File: src/rtl/alu_pkg.sv
// Shared widths, opcode encodings and the zero-register index for the
// ALU operand-fetch stage and its register file.
package alu_pkg;

  localparam int DATA_W   = 32;
  localparam int NUM_REGS = 32;
  localparam int ADDR_W   = $clog2(NUM_REGS);
  localparam int CTRL_W   = 2;

  // Register 0 is hardwired to zero: reads return 0 and writes are dropped.
  localparam logic [ADDR_W-1:0] ZERO_REG = '0;

  // ALU opcode encodings; the stage passes them through untouched.
  typedef enum logic [CTRL_W-1:0] {
    ALU_CTRL_00 = 2'b00,
    ALU_CTRL_01 = 2'b01,
    ALU_CTRL_10 = 2'b10,
    ALU_CTRL_11 = 2'b11
  } alu_ctrl_e;

endpackage

File: src/rtl/reg_file.sv
// Architectural register file: two combinational read ports, one write
// port, r0 hardwired to zero, and same-cycle writeback-to-read bypass.
module reg_file
  import alu_pkg::*;
(
  input  logic              clk,
  input  logic              reset,
  input  logic [ADDR_W-1:0] rd_addr_a,
  output logic [DATA_W-1:0] rd_data_a,
  input  logic [ADDR_W-1:0] rd_addr_b,
  output logic [DATA_W-1:0] rd_data_b,
  input  logic              wr_en,
  input  logic [ADDR_W-1:0] wr_addr,
  input  logic [DATA_W-1:0] wr_data
);

  logic [DATA_W-1:0] regs [NUM_REGS];

  // Storage update: synchronous clear of every register, otherwise write non-r0 targets.
  always_ff @(posedge clk) begin
    if (reset) begin
      // NOTE: the array is reset on purpose because every register must read 0
      // after reset; this keeps it in flops rather than an inferred RAM.
      for (int i = 0; i < NUM_REGS; i++) regs[i] <= '0;
    end else if (wr_en && wr_addr != ZERO_REG) begin
      // NOTE: sequential state uses non-blocking assignments so every flop
      // samples pre-edge values regardless of statement order.
      regs[wr_addr] <= wr_data;
    end
  end

  // Read port A: r0 -> zero, then bypass a same-cycle writeback, else storage.
  always_comb begin
    // NOTE: a default on entry means every path assigns the output, so no latch.
    rd_data_a = regs[rd_addr_a];
    if (rd_addr_a == ZERO_REG)                rd_data_a = '0;
    else if (wr_en && wr_addr == rd_addr_a)   rd_data_a = wr_data;
  end

  // Read port B: same priority as port A.
  always_comb begin
    rd_data_b = regs[rd_addr_b];
    if (rd_addr_b == ZERO_REG)                rd_data_b = '0;
    else if (wr_en && wr_addr == rd_addr_b)   rd_data_b = wr_data;
  end

endmodule

File: src/rtl/alu_operand_stage.sv
// Operand-fetch stage in front of the ALU: reads rs1/rs2 (with writeback
// bypass) and captures operands plus opcode into a valid/ready output slot.
module alu_operand_stage
  import alu_pkg::*;
(
  input  logic              clk,
  input  logic              reset,
  input  logic              issue_valid,
  output logic              issue_ready,
  input  logic [ADDR_W-1:0] rs1_addr,
  input  logic [ADDR_W-1:0] rs2_addr,
  input  logic [CTRL_W-1:0] alu_ctrl_in,
  input  logic              wb_en,
  input  logic [ADDR_W-1:0] wb_addr,
  input  logic [DATA_W-1:0] wb_data,
  output logic [DATA_W-1:0] input_1,
  output logic [DATA_W-1:0] input_2,
  output logic [CTRL_W-1:0] alu_control,
  output logic              op_valid,
  input  logic              op_ready
);

  logic [DATA_W-1:0] rs1_data;
  logic [DATA_W-1:0] rs2_data;
  logic              accept;

  reg_file u_reg_file (
    .clk       (clk),
    .reset     (reset),
    .rd_addr_a (rs1_addr),
    .rd_data_a (rs1_data),
    .rd_addr_b (rs2_addr),
    .rd_data_b (rs2_data),
    .wr_en     (wb_en),
    .wr_addr   (wb_addr),
    .wr_data   (wb_data)
  );

  // The slot can take a new op when empty or when its current op leaves this cycle.
  assign issue_ready = !op_valid || op_ready;
  assign accept      = issue_valid && issue_ready;

  // Output slot: load on accept, drain on consume, otherwise hold operands bit-stable.
  always_ff @(posedge clk) begin
    if (reset) begin
      op_valid    <= 1'b0;
      input_1     <= '0;
      input_2     <= '0;
      alu_control <= ALU_CTRL_00;
    end else if (accept) begin
      op_valid    <= 1'b1;
      input_1     <= rs1_data;
      input_2     <= rs2_data;
      alu_control <= alu_ctrl_in;
    end else if (op_ready) begin
      op_valid    <= 1'b0;
    end
  end

endmodule

File: config.mk
export PLATFORM = sky130hd
export DESIGN_NAME = alu_operand_stage
export DESIGN_NICKNAME = d
export VERILOG_FILES = /design/src/rtl/alu_pkg.sv /design/src/rtl/reg_file.sv /design/src/rtl/alu_operand_stage.sv
export SDC_FILE = /design/constraint.sdc
export NUM_CORES = 2
export LEC_CHECK = 0
export BUFFER_PORTS_ARGS = -buffer_cell sky130_fd_sc_hd__clkbuf_2
export CAP_MARGIN = 20
export CORE_UTILIZATION = 40
export CTS_BUF_LIST = sky130_fd_sc_hd__clkbuf_4
export CTS_CLUSTER_DIAMETER = 120
export DETAILED_ROUTE_END_ITERATION = 16
export GPL_TIMING_DRIVEN = 0
export PLACE_DENSITY = 0.66
export SKIP_LAST_GASP = 1
export SLEW_MARGIN = 20
export SYNTH_ARGS = -nofsm -noshare
export SYNTH_HDL_FRONTEND = slang
export SYNTH_SLANG_ARGS = --single-unit
File: constraint.sdc
create_clock -name clk -period 2.1 [get_ports clk]
set_clock_uncertainty 0.1 [all_clocks]
set_input_delay 0.105 -clock clk [delete_from_list [all_inputs] [get_ports clk]]
set_output_delay 0.105 -clock clk [all_outputs]
set_load 0.1 [all_outputs]
==> flow_metrics.py <==
metrics = {
    "run_status": {
        "status": "finished with violations",
        "violations": "negative hold slack, negative setup slack",
    },
    "yosys": {
        "synth_top_family_by_area": "multiplexers",
        "async_flop_share_pct": 0,
        "synth_fa_ha_area_share_pct": 0,
        "ys_seq_elements": 1091,
        "yosys.area_share.simple_pct": 13.1,
        "synth_mux_area_share_pct": 20.2,
        "ys_seq_area_share_pct": 55.5,
        "synth_cell_types": 55,
        "synth_edf_count": 1024,
        "synth_compound_area_share_pct": 7.51,
        "yosys.area_share.xor_xnor_pct": 0.152,
        "synth_ff_type": "edfxtp_1",
        "synth_warnings": 0,
        "syn-cell-area_um2": 57800,
        "synthCells": 4256,
        "syn_area_per_cell_um2": 13.6,
    },
    "floorplan": {
        "die_w_um": 382,
        "io_pins": 122,
        "core_um2": 143000,
        "rows": 139,
        "die_h_um": 382,
        "start_util_pct": 40.3,
        "dieArea_um2": 146000,
    },
    "global_routing": {
        "antenna_found_initial": 11,
        "grt_start_max_net_pins": 33,
        "grt_pass1_vias": 44600,
        "grt_usage_pct": 36.2,
        "grt_pass1_wl_mm": 359,
        "grt-ovfl-total": 0,
    },
    "placement": {
        "hpwlAfterDp_mm": 180,
        "place_inst": 6306,
        "numPortBuffers": 112,
        "place_congestion": 1.06,
        "dpl_worst_slack_ns": -1.74,
    },
    "routing": {
        "routed_wl_mm": 273,
        "drtAntennaViolNets": 0,
        "num_vias": 46700,
        "drt_iter0_markers": 8145,
        "viasPerCell": 6.62,
        "wl_per_cell_um": 38.7,
        "dr.pass1.iters": 6,
        "remaining_drc_errors": 0,
    },
    "timing": {
        "finalCritPeriodShare_pct": 116,
        "fmax_mhz": 411,
        "timing.hold.ws_ns": -0.0283,
        "fin_crit_ns": 2.43,
        "final-setup-viol-count": 230,
        "relSlewSlack_pct": 9.25,
        "tightest_slew_ns": 1.36,
        "layout_setup_ws_ns": -0.333,
        "slew_violations": 0,
        "rsz0062_at_grt": "yes",
        "finalHoldViolCount": 2,
        "final.setup.tns_ns": -15.22,
    },
    "pwr": {
        "pwr_density_cell_nw_per_um2": 798,
        "p_leak_nw": 24.9,
        "power.total_mw": 55.1,
        "ir_worst_vdd_mv": 0.592,
    },
    "worst_setup_path": {
        "cp-end-kind": "flop",
        "critPathLaunchType": "input pin",
        "path_class": "in2reg",
        "path_delay_family": "simple AND/OR/NAND/NOR gates",
        "reg2reg_depth": 5,
        "critPathSlowestCell": "or2_2",
        "path_cells": "buf_2, or3b_2, dlygate4sd3_1, nor2_1, or2_2",
        "critical_path_arrival_ns": 3.28,
        "path_buf_inv": 2,
        "path_max_fanout": 16,
        "critPathLaunch": "wb_addr[2]",
        "critPathRequiredTime_ns": 2.94,
        "reg2reg_setup_slack_ns": -0.18,
        "max_stage_delay_ns": 0.91,
        "r2r_start": "u_reg_file.regs[24][23]$_SDFFCE_PN0P_",
        "r2r-end": "input_2[23]$_SDFFE_PP0P_",
    },
    "clocking": {
        "cts_root_buf": "clkbuf_4",
        "cts.sinks": 1091,
        "cts_tree": "built",
        "cts_buffers": 306,
        "htreeDepth": 5,
        "clkTransAtPathRegs_ns": 0.07,
        "clk_latency_ns": 1.38,
        "cts_buffer_depth": 4,
    },
    "final_layout": {
        "fill_cells": 12600,
        "fin_util_pct": 48.1,
        "drive_above_1_share_pct": 29.9,
        "final_cells": 7048,
        "finalNetCount": 4967,
        "syn_to_final_growth_pct": 19.3,
    },
    "hold_path": {
        "hold_path_class": "in2reg",
        "holdPathStages": 7,
        "hp-start": "rs1_addr[2]",
        "hold_path_end": "input_1[10]$_SDFFE_PP0P_",
    },
    "job": {
        "maxCapViolCount": 0,
    },
}
-- flip-flops by register name (all words and copies together), names as in the netlist --
name,cells
input_2,32
op_valid,1
u_reg_file.regs,1024
input_1,32
alu_control,2
-- where the power goes --
part	switching, mW	internal (mW)
clock	9.69	10.2
sequential	0.883	25.0
combinational	6.03	3.25
total	16.6	38.5
-- cell usage after synthesis (all sizes together) (38+ instances only) --
cell	count	share of area, %
o22ai	204	2.2
nor2	115	0.75
clkbuf	305	2.0
and2	995	11
mux4	250	9.7
a22oi	68	0.89
mux2	293	5.7
o31ai	38	0.49
a211oi	38	0.49
a32oi	52	0.79
a21oi	46	0.40
mux2i	273	4.7
o21ai	86	0.74
dfxtp	67	2.3
buf	143	1.5
edfxtp	1024	53
-- cell type report --
class	count	area, um^2	share of cell area [%]
diodes	22	55.1	0.0798
plain buffers	445	2130	3.08
clock buffers	452	3390	4.92
clock inverters	66	330	0.479
inverters	4	15.0	0.0218
multi-input cells	2746	24400	35.4
flip-flops and latches	1091	32300	46.8
well taps	1903	2380	3.45
repair buffers	319	3970	5.75
-- metal layers --
layer	wire length (um)	global-route usage, %
met5	747	1.36
met4	25700	29.1
met3	44500	16.3
met2	109000	49.3
met1	93300	43.7
-- worst max path at each step --
| stage | depth (start not counted) | slack [ns] | endpoint |
|---|---|---|---|
| final | 5 | -0.33 | u_reg_file.regs[4][25]$_SDFFCE_PN0P_ |
| after global routing | 5 | -0.22 | input_2[18]$_SDFFE_PP0P_ |
| after CTS | 1 | -0.11 | input_2[9] |
| after detailed placement | 8 | -1.74 | input_2[19]$_SDFFE_PP0P_ |
| after global placement | 7 | -2.00 | input_2[30]$_SDFFE_PP0P_ |
| after floorplan | 7 | 0.01 | input_1[10]$_SDFFE_PP0P_ |
-- repair_timing --
| item | 4_1_cts | 5_1_grt |
|---|---|---|
| endpoints found under the hold margin | 1184 | 37 |
| endpoints found under the setup margin | 132 | 270 |
| hold buffers | 148 | 12 |
| pin swaps | 23 | 28 |
| buffers inserted | 34 | 6 |
| gates cloned | 0 | 2 |
| resized for setup | 422 | 67 |
-- worst reg2reg max path, cell delays in order, from the launching register on --
cell and delay (ns):
edfxtp_1 0.39, mux4_2 0.50, a22o_1 0.28, a211oi_4 0.46, a21oi_2 0.08, a221o_1 0.33
-- logic make-up after synthesis --
group,Yosys count
muxes,816
DFF,1091
and+or+nand+nor,1255
AOI/OAI and AO/OA,631
xor gates and xnor gates,10
buffers and inverters,452
other,1
-- through the flow --
| stage | hold WS, ns | instance area (um^2) |
|---|---|---|
| 2_1_floorplan | 0.124 | 57900 |
| 3_3_place_gp | 0.247 | 60900 |
| 3_5_place_dp | 0.239 | 61000 |
| 4_1_cts | -0.536 | 68600 |
| 5_1_grt | -0.0522 | 68900 |
| 6_report | -0.0283 | 69000 |
-- cells in the final DEF, fill, tap and decap left out, types with 29 or more instances in the layout --
master / Yosys / final
o22ai_1: 204 / 204
clkbuf_1: 305 / 254
edfxtp_1: 1024 / 1024
mux2_2: 293 / 293
dfxtp_4: 0 / 49
a22oi_1: 67 / 44
conb_1: 1 / 32
mux4_2: 250 / 250
or2_4: 0 / 29
or4_1: 32 / 32
buf_2: 105 / 103
buf_4: 16 / 55
nor2_1: 115 / 113
o21ai_0: 81 / 74
dlygate4sd3_1: 0 / 160
o31ai_1: 38 / 36
clkinv_1: 1 / 55
a32oi_1: 52 / 52
clkbuf_2: 0 / 83
clkbuf_16: 0 / 68
a21oi_1: 46 / 35
clkbuf_4: 0 / 460
and2_1: 995 / 994
mux2i_1: 273 / 273
o221ai_1: 36 / 36
(Power assumes the default switching activity.)
